$ cat src/rtl/pwm_gen.sv
// rtl/pwm_gen.sv - PWM generator with shadowed period/duty applied at period boundaries
module pwm_gen #(
    parameter int WIDTH = 8
) (
    input  logic             clk,
    input  logic             rstn,
    input  logic             en,
    input  logic             cfg_valid,
    output logic             cfg_ready,
    input  logic [WIDTH-1:0] cfg_period,
    input  logic [WIDTH-1:0] cfg_duty,
    output logic [WIDTH-1:0] cnt,
    output logic             pwm_out,
    output logic             wrap,
    output logic             pending
);

    logic [WIDTH-1:0] cnt_q,      cnt_d;
    logic [WIDTH-1:0] period_q,   period_d;
    logic [WIDTH-1:0] duty_q,     duty_d;
    logic [WIDTH-1:0] period_s_q, period_s_d;
    logic [WIDTH-1:0] duty_s_q,   duty_s_d;
    logic             pending_q,  pending_d;

    logic handshake;
    logic apply;

    assign cfg_ready = !pending_q;
    assign handshake = cfg_valid && !pending_q;
    assign wrap      = en && (cnt_q == period_q);
    // Shadow moves to active only at a period end or while stopped, never mid-period.
    assign apply     = pending_q && (wrap || !en);

    always_comb begin
        cnt_d      = cnt_q;
        period_d   = period_q;
        duty_d     = duty_q;
        period_s_d = period_s_q;
        duty_s_d   = duty_s_q;
        pending_d  = pending_q;

        if (en) begin
            cnt_d = wrap ? '0 : cnt_q + {{(WIDTH-1){1'b0}}, 1'b1};
        end

        if (apply) begin
            period_d  = period_s_q;
            duty_d    = duty_s_q;
            pending_d = 1'b0;
            if (!en) begin
                cnt_d = '0;
            end
        end else if (handshake) begin
            period_s_d = cfg_period;
            duty_s_d   = cfg_duty;
            pending_d  = 1'b1;
        end
    end

    always_ff @(posedge clk) begin
        if (!rstn) begin
            cnt_q      <= '0;
            period_q   <= '0;
            duty_q     <= '0;
            period_s_q <= '0;
            duty_s_q   <= '0;
            pending_q  <= 1'b0;
        end else begin
            cnt_q      <= cnt_d;
            period_q   <= period_d;
            duty_q     <= duty_d;
            period_s_q <= period_s_d;
            duty_s_q   <= duty_s_d;
            pending_q  <= pending_d;
        end
    end

    assign cnt     = cnt_q;
    assign pending = pending_q;
    assign pwm_out = (cnt_q < duty_q);

endmodule

$ cat config.mk
export PLATFORM = sky130hd
export DESIGN_NAME = pwm_gen
export DESIGN_NICKNAME = d
export VERILOG_FILES = /design/src/rtl/pwm_gen.sv
export SDC_FILE = /design/constraint.sdc
export NUM_CORES = 1
export LEC_CHECK = 0
export ABC_AREA = 1
export BUFFER_PORTS_ARGS = -buffer_cell sky130_fd_sc_hd__buf_2
export CAP_MARGIN = 5
export CORE_UTILIZATION = 59
export CTS_CLUSTER_DIAMETER = 100
export DETAILED_ROUTE_END_ITERATION = 8
export HOLD_SLACK_MARGIN = 0.15
export PLACE_DENSITY_LB_ADDON = 0.15
export SLEW_MARGIN = 20
export SYNTH_ARGS = -nofsm -noshare
export SYNTH_HDL_FRONTEND = slang
export SYNTH_SLANG_ARGS = --single-unit
$ cat constraint.sdc
create_clock -name clk -period 3.2 [get_ports clk]
set_input_delay 0.16 -clock clk [delete_from_list [all_inputs] [get_ports clk]]
set_output_delay 0.16 -clock clk [all_outputs]
set_load 0.02 [all_outputs]
==> run_results.csv <==
group,metric,value,unit
outcome,status,"complete, no violations",
clocking,clk_pin_slew_worst_paths,0.11,ns
synth,synth_cell_types,23,
worst_setup_path,crit_path_start_kind,"register",
clocking,h-tree-depth,2,
synth,synth_commonest_cells,"nand2_1 (45), dfxtp_1 (41), a21oi_1 (37), inv_1 (33), nor2_1 (28)",
synth,ys_seq_elements,41,
grt,gr-usage-all-layers,24.32,%
synth,ys_seq_area_share,42.32,%
timing,hold_violations,0,
hold_path,min_path_type,"input pin to register",
detailed_routing,vias,1696,
worst_setup_path,worstPathRequired,3.04,ns
worst_setup_path,cp-end-kind,"output port",
final_layout,instances_no_fill,351,
synth,synth_top_family_by_area,"simple AND/OR/NAND/NOR gates",
floorplanning,start_util,63.01,%
power_and_ir_drop,vdd_ir_drop_max,0.2804,mV
detailed_routing,wl_per_cell,10.74,µm
grt,grt_max_degree,37,
floorplanning,io_pins,32,
placed_design,dp_cells,326,
synth,synth-edff-count,0,
clocking,numCtsBuffers,5,
grt,gr-total-overflow,0,
grt,grt_pass1_vias,1541,
synth,syn_area_per_cell,7.346,µm²
worst_setup_path,max_stage_delay,0.49,ns
worst_setup_path,cpLargestDelayFamily,"flip-flops",
clocking,clock_latency,0.34,ns
final_layout,nets,334,
timing,tightestPinTransition,0.7956,ns
detailed_routing,drt_first_iter_violations,60,
floorplanning,dieHeight,59.33,µm
final_layout,fillers,237,
timing,relSlewSlack,46.83,%
synth,synthArstFlopShare,0,%
placed_design,place_congestion,0.7999,
synth,yosysTopAreaCell,"dfxtp_1",
worst_setup_path,crit_chain,"ha_1 -> a21oi_1 -> o21ai_0 -> a21oi_1 -> buf_2",
synth,synth_top_area_share,42.32,%
worst_setup_path,crit_type,"register to output port",
detailed_routing,drt_wl_total,3768,µm
timing,final_max_slew_viol_count,0,
synth,synthTopCellsByArea,"dfxtp_1 (42%), a21oi_1 (9.5%), nand2_1 (8.7%)",
timing,min_period,1.829,ns
job,maxCapViolations,0,
clocking,cts_tree,"done",
timing,clock_skew,0.004771,ns
clocking,cts_sinks,41,
synth,synth_fp_nets,292,
synth,yosys.area_share.simple,22.77,%
final_layout,post-route-util,74.67,%
timing,setup_tns,0,ns
synth,synthAdderAreaFrac,5.161,%
power_and_ir_drop,p_per_area,495.0,nW/µm²
grt,grt_pass1_wl,6375,µm
power_and_ir_drop,cellLeakagePower,1.042,nW
floorplanning,die_area,3520,µm²
timing,rsz0062_at_grt,"false",
final_layout,syn2layout_area_growth,18.52,%
final_layout,drive_gt1_share,14.98,%
clocking,cts_resized,0,
floorplanning,die_w,59.33,µm
synth,synth_most_common_cell,"nand2_1",
worst_setup_path,cpMaxStageDelayCell,"dfxtp_1",
worst_setup_path,worst_ep_arrival_time,1.67,ns
detailed_routing,ant_nets,0,
grt,antenna_found_initial,0,
placed_design,hpwl,2422,µm
clocking,cts_buffer_depth,2,
detailed_routing,drt_pass1_iterations,5,
timing,fmax,0.5467,GHz
timing,setup_violations,0,
floorplanning,placementRows,20,
synth,synth_top_flop_cell,"dfxtp_1",
synth,netlist_area,1939,µm²
floorplanning,core_area,3078,µm²
final_layout,antennaDiodeCount,0,
detailed_routing,via_per_inst,4.832,
clocking,cts_root_buf,"clkbuf_4",
synth,muxShareOfSynthArea,0,%
worst_setup_path,cp_max_fo,6,
worst_setup_path,crit_buf_inv,1,
synth,yosysWarnings,0,
detailed_routing,drc,0,
synth,synth_compound_area_share,14.45,%
placed_design,io_buffers,31,
worst_setup_path,reg2reg_slack,1.44,ns
worst_setup_path,cpMostUsedCell,"a21oi_1",
synth,synth_xor_area_share,4.516,%
timing,post-route-period-util,57.17,%
synth,syn_inst,264,
[metal layers]
layer  GRT usage, %  part of all wire [%]
met2          41.57                    46
met5              0                     0
met1          29.49                    49
met4          8.163                   1.1
met3          6.332                   3.5
[worst register-to-register path, stage by stage (launching register included)]
cell and delay, ns:
dfxtp_1 0.33, buf_4 0.31, inv_1 0.09, nand2_1 0.60, o21ai_0 0.19, a21oi_1 0.16
[cells in the final DEF, fill, tap and decap left out, types with 7 or more instances in the layout]
cell,synthesis,routed
buf_2,2,31
a21oi_1,37,37
nand3_1,18,18
inv_1,33,33
dfxtp_1,41,41
ha_1,8,8
nor2_1,28,28
o21ai_0,18,18
dlygate4sd3_1,0,17
nand2_1,45,45
xnor2_1,7,7
[cell families (layout without fill, tap and decap cells)]
family                     after synthesis  count (layout)
AOI/OAI and AO/OA                       56              56
DFF                                     41              41
xor gates and xnor gates                10              10
adders and majority gates                8               8
and+or+nand+nor                        100             100
buffers and inverters                   49              92
[final timing paths]
| check | start | endpoint | cells after the start |
|---|---|---|---|
| max | cnt[3] | pwm_out | 5 |
| min | en | cnt[1] | 5 |
| max reg2reg | pending | duty_s_q[5] | 5 |
| min reg2reg | period_s_q[7] | period_s_q[7] | 2 |
[state kept, by name, summed over array words and instances, names as in the netlist]
register    count
period_q        8
duty_s_q        8
pending         1
duty_q          8
cnt             8
period_s_q      8
[where the power goes]
group	internal, mW	total (mW)	switching, mW
registers	0.560	0.585	0.0249
logic	0.116	0.309	0.193
clock network	0.0877	0.244	0.157
[repair_timing]
action,4_1_cts,5_1_grt
setup buffers,0,0
hold buffers,17,0
hold endpoints to repair,17,0
[stage by stage]
step	instance area, µm²	power, mW	setup WS, ns	hold slack, ns
after floorplan	1939	0.8407	1.663	0.2894
after global placement	2079	0.8816	1.517	0.3961
after detailed placement	2079	0.8882	1.474	0.4015
after CTS	2298	1.144	1.329	0.1938
after global routing	2298	1.220	1.124	0.2240
final	2298	1.138	1.371	0.2067
[cell type report]
cell class	count	area (µm²)	area share, %
multi-input cells	174	909.6	39.58
flip-flops and latches	41	820.8	35.71
repair buffers	49	332.8	14.48
inverters	35	131.4	5.716
well taps	44	55.05	2.395
clock buffers	8	48.80	2.123
Note: power is estimated with default switching activity, not from simulation.
